==> src/rtl/mem_ctrl.sv <==
// Byte-serial owner of the external RAM/IO port. Turns ICache line fills and
// LSB byte/half/word accesses into per-byte cycles with a one-cycle done pulse.
module mem_ctrl #(
  parameter int          LINE_BYTES = 64,
  parameter int          ADDR_W     = 32,
  parameter logic [1:0]  IO_BASE_HI = 2'b11
) (
  input  logic                    clk,
  input  logic                    rst,
  input  logic                    rdy,
  input  logic                    rollback,
  input  logic [7:0]              mem_din,
  output logic [7:0]              mem_dout,
  output logic [ADDR_W-1:0]       mem_a,
  output logic                    mem_wr,
  input  logic                    io_buffer_full,
  input  logic                    if_en,
  input  logic [ADDR_W-1:0]       if_pc,
  output logic [8*LINE_BYTES-1:0] if_data,
  output logic                    if_done,
  input  logic                    lsb_en,
  input  logic                    lsb_wr,
  input  logic [ADDR_W-1:0]       lsb_addr,
  input  logic [1:0]              lsb_len,
  input  logic [31:0]             lsb_w_data,
  output logic [31:0]             lsb_r_data,
  output logic                    lsb_done
);
  localparam int CW = $clog2(LINE_BYTES);

  typedef enum logic [2:0] {IDLE, IF_RD, LS_RD, LS_WR, GAP} state_t;

  state_t                  state, state_n;
  logic [CW-1:0]           cnt, cnt_n, cnt_inc, last, last_n;
  logic [ADDR_W-1:0]       base, base_n, mem_a_n;
  logic [31:0]             wdata, wdata_n, rmask, lsb_r_data_n;
  logic                    wr_q, wr_n, if_done_n, lsb_done_n;
  logic                    last_grant, last_grant_n, pick_lsb, stall;
  logic [7:0]              dout_n;
  logic [8*LINE_BYTES-1:0] line_buf, buf_n, asm_line, if_data_n;

  // IO writes wait for buffer space; the write strobe is suppressed meanwhile
  assign stall  = (state == LS_WR) && (base[17:16] == IO_BASE_HI) && io_buffer_full;
  assign mem_wr = wr_q & rdy & rst & ~stall;

  always_comb begin
    state_n      = state;
    cnt_n        = cnt;
    last_n       = last;
    base_n       = base;
    wdata_n      = wdata;
    mem_a_n      = mem_a;
    wr_n         = wr_q;
    dout_n       = mem_dout;
    buf_n        = line_buf;
    if_data_n    = if_data;
    lsb_r_data_n = lsb_r_data;
    if_done_n    = 1'b0;
    lsb_done_n   = 1'b0;
    last_grant_n = last_grant;
    pick_lsb     = 1'b0;
    cnt_inc      = cnt + 1'b1;
    asm_line     = line_buf;
    asm_line[8*cnt +: 8] = mem_din;
    rmask = (last == CW'(0)) ? 32'h0000_00FF :
            (last == CW'(1)) ? 32'h0000_FFFF : 32'hFFFF_FFFF;
    case (state)
      IDLE: begin
        if (!rollback && (if_en || lsb_en)) begin
          // last_grant: 0 = IF, 1 = LSB; on contention the other side wins
          pick_lsb     = lsb_en && (!if_en || !last_grant);
          last_grant_n = pick_lsb;
          cnt_n        = '0;
          if (pick_lsb) begin
            base_n  = lsb_addr;
            wdata_n = lsb_w_data;
            mem_a_n = lsb_addr;
            wr_n    = lsb_wr;
            dout_n  = lsb_w_data[7:0];
            last_n  = (lsb_len == 2'b00) ? CW'(0) : (lsb_len == 2'b01) ? CW'(1) : CW'(3);
            state_n = lsb_wr ? LS_WR : LS_RD;
          end else begin
            base_n  = if_pc;
            mem_a_n = if_pc;
            wr_n    = 1'b0;
            last_n  = CW'(LINE_BYTES-1);
            state_n = IF_RD;
          end
        end
      end
      IF_RD, LS_RD: begin
        if (rollback) begin
          state_n = IDLE;
          mem_a_n = '0;
          wr_n    = 1'b0;
        end else begin
          buf_n = asm_line;
          if (cnt == last) begin
            state_n = GAP;
            mem_a_n = '0;
            if (state == IF_RD) begin
              if_data_n = asm_line;
              if_done_n = 1'b1;
            end else begin
              lsb_r_data_n = asm_line[31:0] & rmask;
              lsb_done_n   = 1'b1;
            end
          end else begin
            cnt_n   = cnt_inc;
            mem_a_n = base + ADDR_W'(cnt_inc);
          end
        end
      end
      LS_WR: begin
        if (!stall) begin
          if (cnt == last) begin
            state_n    = GAP;
            mem_a_n    = '0;
            wr_n       = 1'b0;
            lsb_done_n = 1'b1;
          end else begin
            cnt_n   = cnt_inc;
            mem_a_n = base + ADDR_W'(cnt_inc);
            dout_n  = wdata[8*cnt_inc[1:0] +: 8];
          end
        end
      end
      GAP:     state_n = IDLE;
      default: state_n = IDLE;
    endcase
  end

  always_ff @(posedge clk) begin
    if (!rst) begin
      state      <= IDLE;
      cnt        <= '0;
      last       <= '0;
      base       <= '0;
      wdata      <= '0;
      mem_a      <= '0;
      wr_q       <= 1'b0;
      mem_dout   <= '0;
      line_buf   <= '0;
      if_data    <= '0;
      lsb_r_data <= '0;
      if_done    <= 1'b0;
      lsb_done   <= 1'b0;
      last_grant <= 1'b0;
    end else if (rdy) begin
      state      <= state_n;
      cnt        <= cnt_n;
      last       <= last_n;
      base       <= base_n;
      wdata      <= wdata_n;
      mem_a      <= mem_a_n;
      wr_q       <= wr_n;
      mem_dout   <= dout_n;
      line_buf   <= buf_n;
      if_data    <= if_data_n;
      lsb_r_data <= lsb_r_data_n;
      if_done    <= if_done_n;
      lsb_done   <= lsb_done_n;
      last_grant <= last_grant_n;
    end
  end
endmodule

==> config.mk <==
export PLATFORM = sky130hd
export DESIGN_NAME = mem_ctrl
export DESIGN_NICKNAME = d
export VERILOG_FILES = /design/src/rtl/mem_ctrl.sv
export SDC_FILE = /design/constraint.sdc
export NUM_CORES = 2
export LEC_CHECK = 0
export ABC_AREA = 1
export BUFFER_PORTS_ARGS = -buffer_cell sky130_fd_sc_hd__clkbuf_2
export CELL_PAD_IN_SITES_DETAIL_PLACEMENT = 1
export CELL_PAD_IN_SITES_GLOBAL_PLACEMENT = 1
export CORE_UTILIZATION = 40
export DETAILED_ROUTE_END_ITERATION = 10
export GPL_TIMING_DRIVEN = 0
export PLACE_DENSITY = 0.83
export SLEW_MARGIN = 40
export SYNTH_ARGS = -nofsm -noshare
export SYNTH_HDL_FRONTEND = slang
export SYNTH_SLANG_ARGS = --single-unit
==> constraint.sdc <==
create_clock -name clk -period 4.6 [get_ports clk]
set_clock_uncertainty 0.2 [all_clocks]
set_input_delay 0.69 -clock clk [delete_from_list [all_inputs] [get_ports clk]]
set_output_delay 0.69 -clock clk [all_outputs]
set_load 0.01 [all_outputs]
# Yosys cells after proc, flatten, opt, wreduce, memory -nomap -nowiden
# Cells that the tools add are included.
[word_totals]
reg_bits = 1179
in_bits = 114
output_inout_bits = 587
elab_cells = 111
[op_classes]
n_addsub = 3
eq_ne = 14
n_shift = 3
mux = 45
n_bitwise = 7
reduce_logical = 25
[op_table]
columns = ["op", "count"]
rows = [
  ["bitwise mux 512 bit", 1],
  ["variable shift 8 x 34 -> 512 bit (first input constant)", 1],
  ["indexed part select 8 x 34 -> 512 bit", 1],
  ["2-to-1 mux 32 bit", 7],
  ["case mux 32 bit (3 select lines)", 1],
  ["negation 9 -> 34 bit", 1],
  ["adder 32 x 6 -> 32 bit", 1],
  ["bitwise AND 32 bit", 1],
  ["2-to-1 mux 8 bit", 4],
  ["indexed part select 32 x 6 -> 8 bit", 1],
  ["2-to-1 mux 6 bit", 5],
  ["case mux 6 bit (3 select lines)", 1],
  ["case mux 8 bit (2 select lines)", 1],
  ["2-to-1 mux 1 bit", 15],
  ["AND reduction 5 bit", 3],
  ["2-to-1 mux 3 bit", 4],
  ["inequality test 2 bit (second input constant)", 6],
  ["AND reduction 6 bit", 2],
  ["case mux 3 bit (3 select lines)", 1],
  ["AND reduction 3 bit", 3],
  ["AND reduction 4 bit", 2],
  ["adder 6 x 1 -> 6 bit (second input constant)", 1],
  ["== test 3 x 2 -> 1 bit (second input constant)", 2],
  ["== test 6 x 1 -> 1 bit (second input constant)", 1],
  ["other kinds (19)", 31],
]

# Depth between registers and ports, before layout
[logic_depth]
depth_word = 6
mapped_depth = 18
depth_no_buf = 16

# Least setup slack after synthesis
# Ideal clock, no wire load.
[synth_path]
kind = "register to register"
startpoint = "reg cnt[0]"
endpoint = "reg mem_a[24]"
setup_ns = 0.070
arrival_ns = 3.234
required_ns = 4.330
setup_slack_ns = 1.096
stages_incl_launch_ff = 18
n_path_buf = 3
synth_period_minus_slack_ns = 3.504
cell_sequence = "dfxtp_1 -> inv_2 -> buf_4 -> clkbuf_1 -> ha_1 -> buf_2 -> clkinv_1 -> fa_1 -> inv_1 -> nand3_1 -> nand2_1 -> nand3_1 -> nand2_1 -> nand2_1 -> or2_2 -> a21oi_1 -> o21ai_0 -> a21oi_1"
[synth_via]
elab_chain_cells = 5
word_cells_on_any_way = 7
classes_between = "add/sub (2); eq/ne (1); mux (4)"
[synth_rtl]
columns = ["element", "line_no", "rtl"]
rows = [
  ["start, declared", "34", "logic [CW-1:0] cnt, cnt_n, cnt_inc, last, last_n;"],
  ["start signal, assigned", "151", "cnt <= cnt_n;"],
  ["adder 6 x 1 -> 6 bit", "62", "cnt_inc = cnt + 1'b1;"],
  ["adder 32 x 6 -> 32 bit", "110, 123", ""],
  ["2-to-1 mux 32 bit (*)", "98, 116", ""],
  ["2-to-1 mux 32 bit, on equally long branches", "115, 92", ""],
  ["case mux 32 bit (3 select lines) (*)", "67", "case (state)"],
  ["end signal, assigned", "155", "mem_a <= mem_a_n;"],
  ["end, declared", "14", "output logic [ADDR_W-1:0] mem_a,"],
]
# Every way passes the cells marked *; elsewhere a longest branch is shown, timed or not. The select of a mux whose other input is x is not followed.
# A chain may end at the register's enable or synchronous reset.

# Worst setup path in the final report
[layout_path]
startpoint = "reg cnt[0]"
endpoint = "reg line_buf[501]"
[layout_via]
elab_chain_cells = 3
word_cells_on_any_way = 4
classes_between = "add/sub (1); shift (2); mux (1)"
[layout_rtl]
columns = ["element", "line_no", "rtl"]
rows = [
  ["negation 9 -> 34 bit (*)", "64", "asm_line[8*cnt +: 8] = mem_din;"],
  ["indexed part select 8 x 34 -> 512 bit or variable shift 8 x 34 -> 512 bit (tied branches)", "64", ""],
  ["bitwise mux 512 bit (*)", "64", ""],
  ["end signal, assigned", "158", "line_buf <= buf_n;"],
  ["end, declared", "40", "logic [8*LINE_BYTES-1:0] line_buf, buf_n, asm_line, if_data_n;"],
]
# Every way passes the cells marked *; elsewhere a longest branch is shown, timed or not.

==> impl_summary.txt <==
----------------------------------------------------
[Run status]
  Status ... finished, violations left
  Violations in the final reports ... setup timing

[STA]
  Unrepaired setup endpoints after global routing ... no
  Minimum setup slack in the final design ... -0.120 ns
  Max-slew violations ... 0
  Final worst path period need ... 4.72 ns
  Worst-margin pin slew ... 0.971 ns
  Max transition margin ... 34.6%
  Ratio of final minimum period to clock period ... 103%
  Endpoints failing setup ... 5
  Fmax achieved ... 212 MHz
  Endpoints failing hold ... 0
  Post-Route Hold Slack ... 0.0389 ns
  Sum Neg Setup Slack ... -0.419 ns

[Final layout]
  Number of nets in the layout ... 9282
  Area added between synthesis and finish ... 19.7%
  Number of fill cells ... 18300
  Layout cell share with drive strength beyond 1 ... 14.1%

[Synth]
  Number of register bits inferred by synthesis ... 1176
  Top cells by instance count after synthesis ... 1396 x sky130_fd_sc_hd__nand2_1, 1235 x sky130_fd_sc_hd__inv_1, 1221 x sky130_fd_sc_hd__nor2_1
  Main synth FF type ... sky130_fd_sc_hd__dfxtp_1
  Post-Syn Area per Cell ... 6.79 sq um
  Library cell with the highest instance count after synthesis ... sky130_fd_sc_hd__nand2_1
  Syn_nets ... 8394
  Number of synthesized flops with an enable pin ... 0
  Count of synthesis-stage warnings from yosys ... 0
  Netlist area before placement ... 56200 sq um
  Post-synth top area share ... 41.9%
  Area contributors post-synth ... sky130_fd_sc_hd__dfxtp_1 42%, sky130_fd_sc_hd__nand2_1 9.3%, sky130_fd_sc_hd__inv_1 8.3%
  Top cell type by total area after synthesis ... sky130_fd_sc_hd__dfxtp_1
  Library cells used by synthesis ... 47
  Synth async-reset ratio ... 0%
  Sequential cell area fraction in the yosys report ... 41.9%
  Post-synthesis cell count ... 8270

[Placement]
  Placer's final routability congestion estimate ... 0.987
  DPL Wire Length ... 206000 um
  Buffers on Ports ... 699

[CTS]
  Clock tree from TritonCTS ... built
  Clk slew on worst S/H paths ... 0.06 ns
  Buffer type at the clock tree root ... sky130_fd_sc_hd__clkbuf_16
  H-tree lvl count ... 4
  Total CTS buffers ... 138
  Clk sinks ... 1176
  Number of buffers between clock root and the deepest sink ... 3
  Clock network latency to the later pin of the worst-skew pair ... 0.82 ns

[Global routing]
  Grt total ovfl ... 0
  Global-route wire length before repair ... 386000 um
  Number of global-route vias before repair ... 60400
  Pin count of the biggest net entering global routing ... 21
  Total routing resource utilization after global routing ... 36.4%
  Initial antenna violation count ... 23

[Job]
  # Max-Cap Violations ... 0

[Worst setup path]
  Kind of start point of the critical path ... flip-flop
  CP max stage delay ... 0.81 ns
  Largest delay contributor family on the critical path ... buffers and inverters
  Critical path class ... flip-flop to flip-flop
  CP max-delay cell ... sky130_fd_sc_hd__o21ai_0
  Buf+Inv Stages, Crit Path ... 6
  CP Depth ... 14
  Endpoint kind of the worst setup timing path ... flip-flop
  Cell chain of the critical path ... inv_2 -> nand4_1 -> nor2_1 -> ha_1 -> buf_2 -> clkinvlp_4 -> nand2_1 -> nor2_4 -> buf_4 -> nand2_1 -> buf_2 -> o21ai_0 -> o21ai_1 -> inv_1
  Peak fanout along the critical path ... 10
  Required time at the endpoint of the critical path ... 5.14 ns
  Number of cells traversed by the worst register-to-register path ... 14
  WP data arrival ... 5.26 ns

[Floorplanning]
  Count of pins on the block boundary ... 701
  Initial core utilization ... 40.3%
  Floorplan die area ... 142000 sq um
  Die boundary height ... 377 um
  Num rows ... 137
  Die X ... 377 um
  CORE AREA ... 139000 sq um

[Route]
  Count of nets left with antenna violations after detail routing ... 0
  Mean routed wirelength per cell ... 24.0 um
  Via count ... 61500
  Remaining design rule violation count ... 0
  Wire length after detailed routing ... 267000 um
  DR iter-0 viols ... 5110
  Detailed Routing Iterations Pass 1 ... 6
  Via-to-Cell Ratio ... 5.52

[Worst hold path]
  Number of cells on the worst hold path ... 3
  Class of the tightest hold or removal check ... input pin to flip-flop

[Pwr]
  Pwr/cell area ... 398 nW/um^2
  Largest vdd supply drop ... 0.330 mV
  Leakage ... 34.2 nW
  Design Power ... 26.7 mW

----------------------------------------------------
power by group:
part / leakage [nW] / switching (mW) / total, mW / internal [mW]
logic: 22.5 / 3.53 / 4.61 / 1.08
registers: 9.52 / 0.266 / 10.9 / 10.6
clock network: 2.20 / 4.76 / 11.3 / 6.51
total: 34.2 / 8.55 / 26.7 / 18.2
through the flow:
stage / setup WS [ns] / instances / utilization (%) / area (sq um)
6_report: -0.120 / 11100 / 48.2 / 67200
3_3_place_gp: -1.02 / 10800 / 44.5 / 62000
3_5_place_dp: -0.581 / 10800 / 44.6 / 62200
5_1_grt: 0.0261 / 11100 / 48.2 / 67200
2_1_floorplan: 1.10 / 8270 / - / 56200
4_1_cts: 0.0971 / 11100 / 48.2 / 67200
layout by cell type (no fill, tap or decap), drive strengths merged, types with 9 or more instances in the layout:
cell	count
a21oi	159
a31oi	15
buf	278
bufinv	10
clkbuf	1178
clkinv	29
dfxtp	1176
dlygate4sd3	47
ha	9
inv	1251
nand2	1423
nand3	708
nand4	287
nor2	1242
nor3	32
o211ai	13
o21a	284
o21ai	845
o21bai	224
or2	16
worst register-to-register path: cells and delay by family, from the launching register on:
| family | cells | cell delay (ns) |
|---|---|---|
| adders and majority gates | 1 | 0.28 |
| AOI/OAI and AO/OA | 2 | 0.96 |
| and+or+nand+nor | 5 | 1.25 |
| DFF | 1 | 0.54 |
| buffers and inverters | 6 | 1.46 |
per-layer routing:
layer	routed length, um	GRT usage, %	vias up
met5	126	0	-
met4	15600	19.9	16
met3	25500	9.57	672
met2	119000	57.8	2629
met1	107000	44.9	30100
li1	-	-	28100
sequential cells by signal, summed over array words and instances, names as in the netlist, 3 cells and up:
name,count
if_data,512
line_buf,512
base,32
lsb_r_data,32
mem_a,32
wdata,32
mem_dout,8
cnt,6
last,3
state,3
area by class of cell:
type | count | area, sq um | area share [%]
diodes | 6 | 15.0 | 0.0223
plain buffers | 559 | 2560 | 3.81
clock buffers | 195 | 3920 | 5.84
clock inverters | 49 | 572 | 0.851
inverters | 1247 | 4690 | 6.98
multi-input cells | 5287 | 25500 | 38.0
flip-flops and latches | 1176 | 23500 | 35.0
well taps | 1876 | 2350 | 3.49
repair buffers | 749 | 4030 | 6.00
cells by family after synthesis:
family          count (synthesis)  synth area share (%)
compound gates               1552                  16.2
fa+ha+maj                      10                 0.236
flops                        1176                  41.9
xor+xnor                        6                0.0936
mux                             7                 0.125
simple gates                 3712                  28.5
buf+inv                      1807                  12.9
final timing paths:
kind             start  slack (ns)             to
max             cnt[0]       -0.12  line_buf[501]
min          if_pc[12]        0.04       base[12]
max reg2reg     cnt[0]       -0.12  line_buf[501]
min reg2reg   wdata[1]        0.26       wdata[1]
repair_timing:
action | CTS | global route
buffers inserted | 0 | 0
gates resized for setup | 4 | 1
hold buffers | 47 | 0
endpoints found under the setup margin | 98 | 6
pin swaps | 0 | 0
hold endpoints to repair | 45 | 0
No activity file was read; power rests on OpenSTA's default activity.
